==> config.mk <==
export PLATFORM = sky130hd
export DESIGN_NAME = sync_ram_sdp_flat
export DESIGN_NICKNAME = d
export VERILOG_FILES = /design/src/rtl/sync_ram_sdp_if.sv /design/src/rtl/sync_ram_sdp.sv /design/src/flat_wrapper.sv
export SDC_FILE = /design/constraint.sdc
export NUM_CORES = 1
export LEC_CHECK = 0
export CORE_MARGIN = 2
export CORE_UTILIZATION = 35
export DETAILED_ROUTE_END_ITERATION = 12
export GPL_ROUTABILITY_DRIVEN = 0
export HOLD_SLACK_MARGIN = 0.08
export RECOVER_POWER = 100
export SYNTH_ARGS = -nofsm -noshare
export SYNTH_HDL_FRONTEND = slang
export SYNTH_SLANG_ARGS = --single-unit
==> constraint.sdc <==
create_clock -name clk -period 2.05 [get_ports clk]
set_input_delay 0.615 -clock clk [delete_from_list [all_inputs] [get_ports clk]]
set_output_delay 0.615 -clock clk [all_outputs]
set_load 0.02 [all_outputs]
==> src/rtl/sync_ram_sdp_if.sv <==
// Bus bundle for sync_ram_sdp: clear control, byte-enabled write port and read port.
// The memory is the slave; whatever drives the ports uses the master view.
interface sync_ram_sdp_if #(
    parameter int DATA_W = 16,
    parameter int ADDR_W = 3
);
    logic                  clr_req;
    logic                  busy;
    logic                  wr_en;
    logic [ADDR_W-1:0]     wr_addr;
    logic [DATA_W/8-1:0]   wr_be;
    logic [DATA_W-1:0]     wr_data;
    logic                  rd_en;
    logic [ADDR_W-1:0]     rd_addr;
    logic                  rd_valid;
    logic [DATA_W-1:0]     rd_data;

    modport master (
        output clr_req, wr_en, wr_addr, wr_be, wr_data, rd_en, rd_addr,
        input  busy, rd_valid, rd_data
    );

    modport slave (
        input  clr_req, wr_en, wr_addr, wr_be, wr_data, rd_en, rd_addr,
        output busy, rd_valid, rd_data
    );
endinterface

==> src/rtl/sync_ram_sdp.sv <==
// Simple-dual-port synchronous RAM with byte enables, 1- or 2-cycle read latency,
// selectable read-during-write policy and a clear sweep run after reset or on request.
module sync_ram_sdp #(
    parameter int                DATA_W     = 16,
    parameter int                ADDR_W     = 3,
    parameter int                DEPTH      = 8,
    parameter int                RD_LATENCY = 1,
    parameter int                RDW_MODE   = 0,
    parameter logic [DATA_W-1:0] INIT_VAL   = '0
) (
    input logic         clk,
    input logic         rst_n,
    sync_ram_sdp_if.slave bus
);
    localparam int                BE_W      = DATA_W / 8;
    localparam int                IDX_W     = (DEPTH > 1) ? $clog2(DEPTH) : 1;
    localparam logic [ADDR_W:0]   DEPTH_X   = (ADDR_W + 1)'(DEPTH);
    localparam logic [ADDR_W-1:0] LAST_ADDR = ADDR_W'(DEPTH - 1);

    typedef enum logic {ST_CLEAR, ST_IDLE} state_t;

    state_t              state_q, state_d;
    logic [ADDR_W-1:0]   clr_addr_q, clr_addr_d;
    logic [DATA_W-1:0]   mem_q [DEPTH];

    logic                mem_we;
    logic [BE_W-1:0]     mem_be;
    logic [IDX_W-1:0]    mem_wa;
    logic [DATA_W-1:0]   mem_wd;

    logic                wr_ok;
    logic                rd_acc;
    logic                rd_in_rng;
    logic [DATA_W-1:0]   rd_old;
    logic [DATA_W-1:0]   rd_word;

    logic                rd_vld_p1_q, rd_vld_p1_d;
    logic [DATA_W-1:0]   rd_data_p1_q, rd_data_p1_d;

    function automatic logic [DATA_W-1:0] merge_bytes(
        input logic [DATA_W-1:0] old_w,
        input logic [DATA_W-1:0] new_w,
        input logic [BE_W-1:0]   be
    );
        logic [DATA_W-1:0] res;
        res = old_w;
        for (int i = 0; i < BE_W; i++) begin
            if (be[i]) res[8*i +: 8] = new_w[8*i +: 8];
        end
        return res;
    endfunction

    // Port accept: clr_req at an idle edge wins over any access sampled at that edge.
    always_comb begin
        wr_ok     = (state_q == ST_IDLE) && !bus.clr_req && bus.wr_en &&
                    ({1'b0, bus.wr_addr} < DEPTH_X);
        rd_acc    = (state_q == ST_IDLE) && !bus.clr_req && bus.rd_en;
        rd_in_rng = ({1'b0, bus.rd_addr} < DEPTH_X);
        rd_old    = rd_in_rng ? mem_q[bus.rd_addr[IDX_W-1:0]] : '0;
        rd_word   = rd_old;
        if (RDW_MODE == 1 && wr_ok && rd_in_rng && (bus.wr_addr == bus.rd_addr)) begin
            rd_word = merge_bytes(rd_old, bus.wr_data, bus.wr_be);
        end
    end

    always_comb begin
        state_d    = state_q;
        clr_addr_d = clr_addr_q;
        mem_we     = 1'b0;
        mem_be     = '0;
        mem_wa     = '0;
        mem_wd     = '0;
        case (state_q)
            ST_CLEAR: begin
                mem_we     = 1'b1;
                mem_be     = '1;
                mem_wa     = clr_addr_q[IDX_W-1:0];
                mem_wd     = INIT_VAL;
                clr_addr_d = clr_addr_q + ADDR_W'(1);
                if (clr_addr_q == LAST_ADDR) state_d = ST_IDLE;
            end
            default: begin
                if (bus.clr_req) begin
                    state_d    = ST_CLEAR;
                    clr_addr_d = '0;
                end else if (wr_ok) begin
                    mem_we = 1'b1;
                    mem_be = bus.wr_be;
                    mem_wa = bus.wr_addr[IDX_W-1:0];
                    mem_wd = bus.wr_data;
                end
            end
        endcase
    end

    always_comb begin
        rd_vld_p1_d  = rd_acc;
        rd_data_p1_d = rd_acc ? rd_word : rd_data_p1_q;
    end

    always_ff @(posedge clk) begin
        if (mem_we) begin
            for (int i = 0; i < BE_W; i++) begin
                if (mem_be[i]) mem_q[mem_wa][8*i +: 8] <= mem_wd[8*i +: 8];
            end
        end
    end

    // Stage p1: word sampled at the accepting edge.
    always_ff @(posedge clk) begin
        if (!rst_n) begin
            state_q      <= ST_CLEAR;
            clr_addr_q   <= '0;
            rd_vld_p1_q  <= 1'b0;
            rd_data_p1_q <= '0;
        end else begin
            state_q      <= state_d;
            clr_addr_q   <= clr_addr_d;
            rd_vld_p1_q  <= rd_vld_p1_d;
            rd_data_p1_q <= rd_data_p1_d;
        end
    end

    assign bus.busy = (state_q == ST_CLEAR);

    generate
        if (RD_LATENCY == 2) begin : g_lat2
            logic              rd_vld_p2_q, rd_vld_p2_d;
            logic [DATA_W-1:0] rd_data_p2_q, rd_data_p2_d;

            always_comb begin
                rd_vld_p2_d  = rd_vld_p1_q;
                rd_data_p2_d = rd_vld_p1_q ? rd_data_p1_q : rd_data_p2_q;
            end

            // Stage p2: optional output register.
            always_ff @(posedge clk) begin
                if (!rst_n) begin
                    rd_vld_p2_q  <= 1'b0;
                    rd_data_p2_q <= '0;
                end else begin
                    rd_vld_p2_q  <= rd_vld_p2_d;
                    rd_data_p2_q <= rd_data_p2_d;
                end
            end

            assign bus.rd_valid = rd_vld_p2_q;
            assign bus.rd_data  = rd_data_p2_q;
        end else begin : g_lat1
            assign bus.rd_valid = rd_vld_p1_q;
            assign bus.rd_data  = rd_data_p1_q;
        end
    endgenerate
endmodule

==> src/flat_wrapper.sv <==
// flat-port wrapper written by rule: the top's interface ports become plain ports
module sync_ram_sdp_flat 
#(
    parameter int                DATA_W     = 16,
    parameter int                ADDR_W     = 3,
    parameter int                DEPTH      = 8,
    parameter int                RD_LATENCY = 1,
    parameter int                RDW_MODE   = 0,
    parameter logic [DATA_W-1:0] INIT_VAL   = '0
)
  (clk, rst_n, bus_clr_req, bus_wr_en, bus_wr_addr, bus_wr_be, bus_wr_data, bus_rd_en, bus_rd_addr, bus_busy, bus_rd_valid, bus_rd_data);
  sync_ram_sdp_if #(.DATA_W(DATA_W), .ADDR_W(ADDR_W)) bus_i ();
  input logic clk;
  input logic rst_n;
  input wire logic [$bits(bus_i.clr_req)-1:0] bus_clr_req;
  input wire logic [$bits(bus_i.wr_en)-1:0] bus_wr_en;
  input wire logic [$bits(bus_i.wr_addr)-1:0] bus_wr_addr;
  input wire logic [$bits(bus_i.wr_be)-1:0] bus_wr_be;
  input wire logic [$bits(bus_i.wr_data)-1:0] bus_wr_data;
  input wire logic [$bits(bus_i.rd_en)-1:0] bus_rd_en;
  input wire logic [$bits(bus_i.rd_addr)-1:0] bus_rd_addr;
  output wire logic [$bits(bus_i.busy)-1:0] bus_busy;
  output wire logic [$bits(bus_i.rd_valid)-1:0] bus_rd_valid;
  output wire logic [$bits(bus_i.rd_data)-1:0] bus_rd_data;
  assign bus_i.clr_req = bus_clr_req;
  assign bus_i.wr_en = bus_wr_en;
  assign bus_i.wr_addr = bus_wr_addr;
  assign bus_i.wr_be = bus_wr_be;
  assign bus_i.wr_data = bus_wr_data;
  assign bus_i.rd_en = bus_rd_en;
  assign bus_i.rd_addr = bus_rd_addr;
  assign bus_busy = bus_i.busy;
  assign bus_rd_valid = bus_i.rd_valid;
  assign bus_rd_data = bus_i.rd_data;
  sync_ram_sdp #(.DATA_W(DATA_W), .ADDR_W(ADDR_W), .DEPTH(DEPTH), .RD_LATENCY(RD_LATENCY), .RDW_MODE(RDW_MODE), .INIT_VAL(INIT_VAL)) u_core (.clk(clk), .rst_n(rst_n), .bus(bus_i));
endmodule
== Yosys cells after proc, flatten, opt, wreduce, memory -nomap -nowiden ==
Memory sizes are Yosys's and may differ from the RTL's. A register that Yosys moved wholly into a read port is not among the register bits.
Cells that the tools add are included.

* Memories: 1
* Register bits: 5
* Memory bits (writable): 128
* Input port bits: 29

* Mux-type cells: 23
* Reductions and logical operators: 5
* Equal/unequal tests: 2
* Bitwise logic cells: 1
* Add/sub/neg operators: 1

{| class="wikitable"
|+ Memories
! memory !! depth !! bits a word !! read ports !! clocked after Yosys merged registers in !! write ports !! line !! RTL
|-
| u_core.mem_q || 8 || 16 || 1 || 1 || 1 || sync_ram_sdp.sv:24 || <nowiki>logic [DATA_W-1:0] mem_q [DEPTH];</nowiki>
|}

{| class="wikitable"
|+ Operators by type and width
! cell !! number
|-
| two-way mux 16 bit || 3
|-
| two-way mux 3 bit || 5
|-
| two-way mux 1 bit || 12
|-
| two-way mux 2 bit || 3
|-
| adder 3 x 1 -> 3 bit, second input constant || 1
|-
| == test 3 bit, second input constant || 1
|-
| logical AND 1 bit || 3
|-
| logical NOT 1 bit || 2
|-
| inequality test 2 bit, second input constant || 1
|-
| inverter 1 bit || 1
|}

== Logic depth before layout (Yosys ltp) ==
Gate-level depths: netlist of run 1.

* Depth in word-level cells: 9
* Gate-level depth with buffers: 5
* Mapped depth without buffers: 4

== Worst setup path before layout of run 1 ==
Ideal clock, no wire load.

* Path type: input to register
* Start point: in bus_wr_en
* End point: mem u_core.mem_q[4][10] (enable)
* Data arrival time: 1.730 ns
* Path slack: -0.063 ns
* Stages: 3
* Required time: 1.667 ns
* Library setup time: 0.383 ns
* Path through: nor2b_2 a31o_2 nor3_1

* Word-level cells in the longest chain between the ends: 7
* Elaborated cells on any way between the ends: 13
* Those cells by class: mux: 12; reduce/logical: 1

{| class="wikitable"
|+ RTL lines
! what !! line !! RTL
|-
| from (decl) || flat_wrapper.sv:16 || <nowiki>input wire logic [$bits(bus_i.wr_en)-1:0] bus_wr_en;</nowiki>
|-
| logical AND 1 bit * || sync_ram_sdp.sv:55 || <nowiki>wr_ok = (state_q == ST_IDLE) && !bus.clr_req && bus.wr_en &&</nowiki>
|-
| two-way mux 2 bit || sync_ram_sdp.sv:86 || <nowiki>end else if (wr_ok) begin</nowiki>
|-
| two-way mux 2 bit || sync_ram_sdp.sv:83 || <nowiki>if (bus.clr_req) begin</nowiki>
|-
| two-way mux 2 bit || sync_ram_sdp.sv:73 || <nowiki>case (state_q)</nowiki>
|-
| two-way mux 1 bit || sync_ram_sdp.sv:104 || <nowiki>if (mem_be[i]) mem_q[mem_wa][8*i +: 8] <= mem_wd[8*i +: 8];</nowiki>
|-
| two-way mux 1 bit || sync_ram_sdp.sv:102 || <nowiki>if (mem_we) begin</nowiki>
|-
| two-way mux 1 bit (not written as such) || sync_ram_sdp.sv:104 ||
|-
| to (decl) || sync_ram_sdp.sv:24 ||
|}

Every way passes the cells marked *; elsewhere a longest branch is shown, timed or not.

== Worst setup path in the final report of run 1 ==
* Start point: reg u_core.rd_data_p1_q[14] (netlist: u_core.bus.rd_data[14]) (read register of u_core.mem_q)
* End point: out bus_rd_data[14]

{| class="wikitable"
|+ RTL lines
! what !! line !! RTL
|-
| from (decl) || sync_ram_sdp.sv:38 || <nowiki>logic [DATA_W-1:0] rd_data_p1_q, rd_data_p1_d;</nowiki>
|-
| to (decl) || flat_wrapper.sv:24 || <nowiki>output wire logic [$bits(bus_i.rd_data)-1:0] bus_rd_data;</nowiki>
|}

No word-level cell between the ends.

==> qor.yml, run 1 <==
status:
  outcome: "complete, no violations"
synth:
  synthXorXnorAreaFrac_pct: 0
  synthMuxAreaShare_pct: 11.8
  synth-seq-cells: 149
  yosys_warnings: 0
  synth_compound_area_share_pct: 8.26
  syn-num-nets: 398
  synth_fa_ha_area_share_pct: 0.411
  syn-mean-instance-area_um2: 16.6
  ys_types: 34
  synthCells: 367
  synth_top_family_by_area: "multiplexers"
  synth-seq-area-share_pct: 70.0
  synthSimpleGateAreaFrac_pct: 6.84
  syn_area_mm2: 0.00609
route:
  drtIter0Drc: 228
  dr.pass1.iters: 4
  viasPerCell: 5.08
  wl_per_cell_um: 19.4
  post-route-drc-count: 0
  wl_um: 13400
  routed-via-count: 3509
  ant_nets: 0
place:
  io_buffers: 46
  dp_hpwl_um: 8920
  dpl_cell_area_mm2: 0.00712
  dp_cells: 658
sta:
  finalSetupViolations: 0
  finClkSkew_ns: 0.00766
  period_share_pct: 97.9
  max_freq_mhz: 499
  maxSlewHeadroom_pct: 70.4
  maxSlewViolCount: 0
  worstMarginPinSlew_ns: 0.444
  finalSetupTns_ns: 0
  rsz0062_at_grt: "no"
  hold_viol_final: 0
  post-route-min-period_ns: 2.01
layout:
  stdcell_area_mm2: 0.00757
  finalNonFillerCells: 691
  nNetsFinal: 483
  fill_cells: 1551
  drive_gt1_share_pct: 28.2
  ff_latch_area_mm2: 0.00427
  area_delta_synth_final_pct: 24.3
  multi_input_area_mm2: 0.00162
power:
  peakVddDrop_mv: 0.640
  comb_power_share_pct: 6.8
  p_sw_mw: 1.52
  seqPwrFrac_pct: 48.4
  swShare_pct: 21.6
  p_clk_share_pct: 44.8
  leakage_nw: 2.63
  power_density_mw_per_mm2: 931
  intPower_mw: 5.53
clock_tree:
  worstSkewPairLatency_ns: 0.41
  cts_tree: "yes"
  clkTransAtPathRegs_ns: 0.06
  cts_resized: 2
  cts-buffers-inserted: 17
  cts.sinks: 149
  h-tree-depth: 4
  post_cts_buffers: 0
  clock_path_buffers: 2
  hold_buffers: 0
  cts-root-buf: "clkbuf_16"
setup_path:
  cp.arrival_ns: 1.39
  path_buf_inv: 1
  regToRegSetupSlack_ns: 0.26
  crit_required_ns: 1.43
  path_max_fanout: 2
  crit_path_start_kind: "register"
  path_cells: "clkdlybuf4s50_1"
  cp-end-kind: "primary output"
  slowest_delay_ns: 0.62
  path_class: "reg2out"
  crit_path_top_delay_cell: "clkdlybuf4s50_1"
  critPathTopFamily: "buffers and inverters"
floorplan:
  ios: 47
  initial_core_util_pct: 35.5
  die_area_mm2: 0.0185
  fp-row-count: 48
  die_h_um: 136
  coreArea_mm2: 0.0172
  die_w_um: 136
global_routing:
  grt_max_degree: 37
  grt_pass1_vias: 3647
  antenna_found_initial: 0
  grtUsageTotal_pct: 15.3
  globalRouteOverflowTotal: 0
  grt_first_pass_wirelength_um: 20600
flow_run:
  cap_violations: 0
hold_path:
  hold_path_class: "reg2reg"
kinds of logic after synthesis:
kind of cell	Yosys count
flip-flops	149
AND/OR/NAND/NOR	69
buffers and inverters	23
AO/OA/AOI/OAI	60
adder cells (fa/ha/maj)	2
multiplexers	64
metrics by stage:
| step | worst slack [ns] | hold WS, ns | total power, mW | utilization, % |
|---|---|---|---|---|
| 2_1_floorplan | -0.0635 | 0.518 | 3.76 | - |
| 3_3_place_gp | -0.289 | 0.464 | 3.96 | 41.4 |
| 3_5_place_dp | -0.309 | 0.464 | 3.97 | 41.4 |
| 4_1_cts | 0.0340 | 0.472 | 7.13 | 45.0 |
| 5_1_grt | 0.00677 | 0.512 | 7.27 | 44.1 |
| 6_report | 0.0440 | 0.469 | 7.05 | 44.1 |
cells in the mapped netlist:
| master | n | area share (%) |
|---|---|---|
| mux2_1 | 19 | 3.5 |
| inv_1 | 2 | 0.12 |
| clkbuf_2 | 3 | 0.25 |
| a31oi_4 | 2 | 0.70 |
| nand3b_2 | 1 | 0.18 |
| o2bb2ai_1 | 2 | 0.29 |
| ha_1 | 2 | 0.41 |
| and2_1 | 18 | 1.8 |
| edfxtp_1 | 128 | 63 |
| o22ai_1 | 32 | 3.3 |
| nor2b_4 | 1 | 0.23 |
| nor2_1 | 2 | 0.12 |
| nand2_1 | 3 | 0.18 |
| nand3_1 | 16 | 1.3 |
| clkbuf_1 | 3 | 0.18 |
| nand3_4 | 1 | 0.29 |
| nor3_1 | 16 | 1.3 |
| or2_2 | 1 | 0.10 |
| o31ai_1 | 4 | 0.49 |
| buf_6 | 8 | 1.5 |
| nor2b_1 | 3 | 0.31 |
| and4bb_2 | 1 | 0.21 |
| o31ai_2 | 12 | 2.5 |
| and3b_1 | 1 | 0.14 |
| and2b_1 | 2 | 0.25 |
| buf_4 | 1 | 0.12 |
| nor2b_2 | 1 | 0.14 |
| nand2b_1 | 2 | 0.21 |
| a21oi_1 | 4 | 0.33 |
| buf_2 | 6 | 0.49 |
| a31oi_2 | 2 | 0.41 |
| a31o_2 | 2 | 0.29 |
| dfxtp_1 | 21 | 6.9 |
| mux2_2 | 45 | 8.3 |
placed cells by master, fill, tap and decap left out, types with 4 or more instances in the layout:
cell,n
buf_4,10
buf_12,7
clkbuf_16,17
and2_1,11
a21oi_1,4
o22ai_1,32
o31ai_1,15
buf_2,4
nor2b_1,4
mux2_1,19
and2_0,7
nor3_1,14
clkbuf_2,17
edfxtp_1,128
mux2_2,45
nand3_1,16
clkdlybuf4s50_1,44
clkinvlp_4,5
dfxtp_1,20
final cells by class:
type	count	area share (%)
multi-input cells	195	21.4
well taps	225	3.72
flip-flops and latches	149	56.3
clock inverters	15	2.40
repair buffers	87	10.4
diodes	1	0.0331
clock buffers	17	5.62
inverters	2	0.0992
worst paths after layout:
kind | start | endpoint | depth (start not counted)
min reg2reg | u_core.bus.rd_data[15] | u_core.bus.rd_data[15] | 2
max | u_core.bus.rd_data[14] | bus_rd_data[14] | 1
min | u_core.bus.rd_data[15] | u_core.bus.rd_data[15] | 2
max reg2reg | u_core.state_q | u_core.mem_q[6][8] | 4
power groups by stage:
stage	Combinational, mW	Sequential [mW]	Clock, mW
detailed placement	0.496	3.48	0
global placement	0.487	3.47	0
floorplan	0.298	3.47	0
finish	0.478	3.41	3.16
global route	0.515	3.42	3.34
CTS	0.497	3.41	3.22
sequential cells by signal (all words and copies together) (netlist names):
name	flops
u_core.state_q	1
u_core.clr_addr_q	3
u_core.bus.rd_valid	1
u_core.bus.rd_data	16
u_core.mem_q	128
routing by layer:
metal | vias up | GRT usage [%] | wire, um
li1 | 1623 | - | -
met3 | 17 | 3.54 | 504
met5 | - | 0 | 0
met2 | 98 | 24.4 | 6450
met4 | 0 | 5.73 | 206
met1 | 1771 | 20.5 | 6270
No activity file was read; power rests on OpenSTA's default activity.
==> inputs of run 2 (changes only) <==
--- a/config.mk
+++ b/config.mk
@@ -10,6 +10,7 @@
 export DETAILED_ROUTE_END_ITERATION = 12
 export GPL_ROUTABILITY_DRIVEN = 0
 export HOLD_SLACK_MARGIN = 0.08
+export MAX_ROUTING_LAYER = met4
 export RECOVER_POWER = 100
 export SYNTH_ARGS = -nofsm -noshare
 export SYNTH_HDL_FRONTEND = slang
==> qor.yml, run 2 (same netlist as run 1, synthesis figures left out) <==
status:
  outcome: "complete, no violations"
hold_path:
  hold_path_class: "reg2reg"
  hp-start: "u_core.bus.rd_data[15]"
setup_path:
  rr_startpoint: "u_core.state_q"
  path_buf_inv: 1
  path_cells: "clkdlybuf4s50_1"
  crit_required_ns: 1.43
  path_class: "reg2out"
  crit_path_start_kind: "register"
  setup.worst_path.start: "u_core.bus.rd_data[14]"
  critPathTopFamily: "buffers and inverters"
  path_max_fanout: 2
  crit_path_top_delay_cell: "clkdlybuf4s50_1"
  slowest_delay_ns: 0.62
  cp-end-kind: "primary output"
  cp.arrival_ns: 1.39
power:
  seqPwrFrac_pct: 48.3
  p_sw_mw: 1.53
  peakVddDrop_mv: 0.640
  intPower_mw: 5.53
  power_mw: 7.06
  swShare_pct: 21.7
  power_density_mw_per_mm2: 933
  comb_power_share_pct: 6.8
  p_clk_share_pct: 44.9
  leakage_nw: 2.63
global_routing:
  grtUsageTotal_pct: 15.8
  grt_pass1_vias: 3635
  grt_first_pass_wirelength_um: 20600
  grt_max_degree: 37
  globalRouteOverflowTotal: 0
  antenna_found_initial: 0
clock_tree:
  worstSkewPairLatency_ns: 0.42
  cts-buffers-inserted: 17
  cts_tree: "yes"
  clkTransAtPathRegs_ns: 0.06
  clock_path_buffers: 2
  cts_resized: 2
  cts-root-buf: "clkbuf_16"
  h-tree-depth: 4
  cts.sinks: 149
  post_cts_buffers: 0
  hold_buffers: 0
floorplan:
  fp-row-count: 48
  die_w_um: 136
  initial_core_util_pct: 35.5
  die_h_um: 136
  die_area_mm2: 0.0185
  ios: 47
  coreArea_mm2: 0.0172
layout:
  nNetsFinal: 483
  diodes: 0
  drive_gt1_share_pct: 28.2
  layout_common_cells: "edfxtp_1 (128), mux2_2 (45), clkdlybuf4s50_1 (44), o22ai_1 (32), dfxtp_1 (20)"
  final_common_cell: "edfxtp_1"
  largest_reg_flops: 128
  top_register: "u_core.mem_q"
  fill_cells: 1550
  area_delta_synth_final_pct: 24.2
  stdcell_area_mm2: 0.00756
place:
  dpl_cell_area_mm2: 0.00712
  dp_hpwl_um: 8920
  io_buffers: 46
route:
  dr.pass1.iters: 6
  viasPerCell: 5.07
  post-route-drc-count: 0
  ant_nets: 0
  wl_um: 13500
  wl_per_cell_um: 19.6
  drtIter0Drc: 239
  routed-via-count: 3497
sta:
  finalSetupViolations: 0
  post-route-min-period_ns: 2.01
  period_share_pct: 97.9
  worstMarginPinSlew_ns: 0.450
  rsz0062_at_grt: "no"
  hold_viol_final: 0
  maxSlewHeadroom_pct: 70.0
  finalSetupTns_ns: 0
  maxSlewViolCount: 0
  max_freq_mhz: 498
  finClkSkew_ns: 0.00905
flow_run:
  cap_violations: 0
==> run 2: changes by cell type in the layout (fill, tap and decap cells not counted) <==
cell     before  now
buf_4        10    9
and2_1       11   10
and2_0        7    8
buf_2         4    5
diode_2       1    0
==> run 2: final timing paths <==
path / endpoint / slack, ns / cells past startpoint
worst max-delay path: bus_rd_data[14] / 0.04 / 1
worst min-delay path: u_core.bus.rd_data[15] / 0.47 / 2
worst max register to register: u_core.mem_q[6][8] / 0.26 / 4
worst min register to register: u_core.bus.rd_data[15] / 0.47 / 2
==> run 2: layer usage <==
metal | wire [um] | GRT usage, % | part of all wire (%)
met1 | 6370 | 20.7 | 47
met2 | 6470 | 24.3 | 48
met3 | 500 | 3.77 | 3.7
met4 | 167 | 5.21 | 1.2
met5 | 0 | - | 0
==> run 2: area by class of cell <==
cell class                 instances  area (um^2)  area share [%]
sequential                       149         4270            56.4
multi-input combinational        195         1620            21.4
timing repair buffer              87          786            10.4
clock buffer                      17          425            5.62
tap                              225          282            3.72
clock inverter                    15          181            2.40
inverter                           2         7.51          0.0992
==> run 2: stage by stage <==
step	std cells	util [%]	worst slack, ns	hold WS (ns)
after floorplan	367	-	-0.0635	0.518
after CTS	690	45.0	0.0340	0.472
final	690	44.0	0.0434	0.470
after global routing	690	44.0	0.00273	0.512
after global placement	658	41.4	-0.289	0.464
after detailed placement	658	41.4	-0.309	0.464
==> run 2: power by group through the flow <==
stage	Clock [mW]	Combinational, mW	Sequential, mW
global placement	0	0.487	3.47
finish	3.17	0.479	3.41
detailed placement	0	0.496	3.48
CTS	3.22	0.497	3.41
floorplan	0	0.298	3.47
global route	3.34	0.514	3.42
==> inputs of run 3 (changes only) <==
--- a/config.mk
+++ b/config.mk
@@ -6,11 +6,11 @@
 export NUM_CORES = 1
 export LEC_CHECK = 0
 export CORE_MARGIN = 2
-export CORE_UTILIZATION = 35
+export CORE_UTILIZATION = 43
 export DETAILED_ROUTE_END_ITERATION = 12
 export GPL_ROUTABILITY_DRIVEN = 0
 export HOLD_SLACK_MARGIN = 0.08
-export MAX_ROUTING_LAYER = met4
+export PLACE_DENSITY = 0.76
 export RECOVER_POWER = 100
 export SYNTH_ARGS = -nofsm -noshare
 export SYNTH_HDL_FRONTEND = slang
==> qor.yml, run 3 (same netlist as run 1, synthesis figures left out) <==
setup_path:
  critPathTopFamily: "buffers and inverters"
  cp.arrival_ns: 2.14
  cp-end-kind: "register"
  crit_path_top_delay_cell: "clkdlybuf4s50_1"
  rr_startpoint: "u_core.state_q"
  path_max_fanout: 8
  crit_path_start_kind: "input pin"
  reg2reg_depth: 5
  regToRegSetupSlack_ns: 0.22
  path_buf_inv: 3
  path_cells: "clkdlybuf4s50_1 -> nor2b_2 -> buf_4 -> a31o_2 -> nor3_2 -> buf_4"
  path_class: "in2reg"
  path_common_cell: "buf_4"
  slowest_delay_ns: 0.43
  crit_required_ns: 2.17
  worstReg2RegEnd: "u_core.mem_q[7][13]"
layout:
  ff_latch_area_mm2: 0.00426
  final_common_cell: "edfxtp_1"
  largest_reg_flops: 128
  multi_input_area_mm2: 0.00169
  fin_util_pct: 55.3
  diodes: 0
  area_delta_synth_final_pct: 26.1
  fill_cells: 1099
  layout_common_cells: "edfxtp_1 (128), mux2_2 (45), clkdlybuf4s50_1 (41), o22ai_1 (32), buf_4 (25)"
  top_register: "u_core.mem_q"
  drive_gt1_share_pct: 31.3
  nNetsFinal: 504
sta:
  maxSlewHeadroom_pct: 61.6
  maxSlewViolCount: 0
  period_share_pct: 98.6
  post-route-min-period_ns: 2.02
  finalSetupViolations: 0
  finClkSkew_ns: 0.00595
  hold_viol_final: 0
  worstMarginPinSlew_ns: 0.575
  max_freq_mhz: 495
global_routing:
  grtUsageTotal_pct: 18.7
  grt_max_degree: 33
  antenna_found_initial: 0
  globalRouteOverflowTotal: 0
  grt_first_pass_wirelength_um: 20400
  grt_pass1_vias: 3666
clock_tree:
  cts-buffers-inserted: 17
  worstSkewPairLatency_ns: 0.42
  h-tree-depth: 4
  post_cts_buffers: 0
  clkTransAtPathRegs_ns: 0.06
  cts.sinks: 149
  cts-root-buf: "clkbuf_16"
  clock_path_buffers: 2
  cts_tree: "yes"
floorplan:
  ios: 47
  die_area_mm2: 0.0151
  coreArea_mm2: 0.0139
  initial_core_util_pct: 43.9
  die_w_um: 123
  fp-row-count: 43
  die_h_um: 123
hold_path:
  hold_path_class: "reg2reg"
  hp-start: "u_core.bus.rd_data[9]"
  hold_depth: 2
  min_to: "u_core.bus.rd_data[9]"
route:
  drtIter0Drc: 246
  dr.pass1.iters: 4
  wl_per_cell_um: 20.3
  viasPerCell: 5.49
  post-route-drc-count: 0
  routed-via-count: 3658
  wl_um: 13500
  ant_nets: 0
status:
  outcome: "complete, no violations"
power:
  leakage_nw: 2.72
  power_density_mw_per_mm2: 910
  peakVddDrop_mv: 0.394
  power_mw: 6.99
flow_run:
  cap_violations: 0
place:
  io_buffers: 46
  dp_hpwl_um: 8980
==> run 3: changes by cell type in the layout (fill, tap and decap cells not counted), sizes merged <==
| cell | change |
|---|---|
| buf | +11 |
| bufbuf | +1 |
| clkbuf | +11 |
| clkdlybuf4s15 | +1 |
| clkdlybuf4s50 | -3 |
| clkinv | +2 |
| clkinvlp | -1 |
| dlygate4sd3 | +1 |
| inv | -2 |
==> run 3: area by class of cell <==
class / instances / area share (%)
flip-flops and latches: 149 / 55.5
multi-input cells: 195 / 22.0
repair buffers: 108 / 11.8
clock buffers: 18 / 5.59
well taps: 180 / 2.93
clock inverters: 14 / 2.10
inverters: 2 / 0.0978
==> run 3: tightest hold or removal path: stages (launching register included) <==
cell and delay (ns):
dfxtp_1 0.31, nand3_1 0.06, o31ai_1 0.06
==> run 3: worst max-delay path by stage <==
stage | from | end | slack (ns) | cells past startpoint
floorplan | bus_wr_en | u_core.mem_q[4][10] | -0.06 | 3
global placement | bus_clr_req | u_core.mem_q[4][4] | -0.73 | 4
detailed placement | bus_clr_req | u_core.mem_q[4][5] | -0.78 | 4
CTS | bus_wr_en | u_core.mem_q[5][10] | 0.00005 | 6
global route | bus_clr_req | u_core.mem_q[1][15] | -0.002 | 6
finish | bus_wr_en | u_core.mem_q[1][15] | 0.03 | 6
==> run 3: metrics by stage <==
stage	cells	hold slack, ns	setup TNS [ns]	instance area, um^2	worst slack, ns
CTS	666	0.486	0	7820	0.0000502
detailed placement	634	0.477	-73.44	7220	-0.779
global route	666	0.492	-0.00226	7680	-0.00226
global placement	634	0.471	-60.29	7220	-0.735
floorplan	367	0.518	-5.87	6100	-0.0635
finish	666	0.478	0	7680	0.0292
==> run 3: routing by layer <==
layer | routed length [um] | GRT usage [%]
met1 | 5670 | 23.9
met2 | 6870 | 31.1
met3 | 734 | 4.70
met4 | 215 | 7.03
met5 | 0 | 0
==> run 3: timing repair <==
item                                    4_1_cts  5_1_grt
hold buffers                                  0        0
resized for setup                             4       12
endpoints found under the setup margin       10       65
pin swaps                                     0        0
==> run 3: power breakdown <==
part | internal, mW | leakage [nW] | switching (mW) | total (mW)
clock network | 1.90 | 0.279 | 1.16 | 3.06
logic | 0.244 | 1.03 | 0.274 | 0.517
registers | 3.38 | 1.41 | 0.0282 | 3.41
total | 5.53 | 2.72 | 1.46 | 6.99
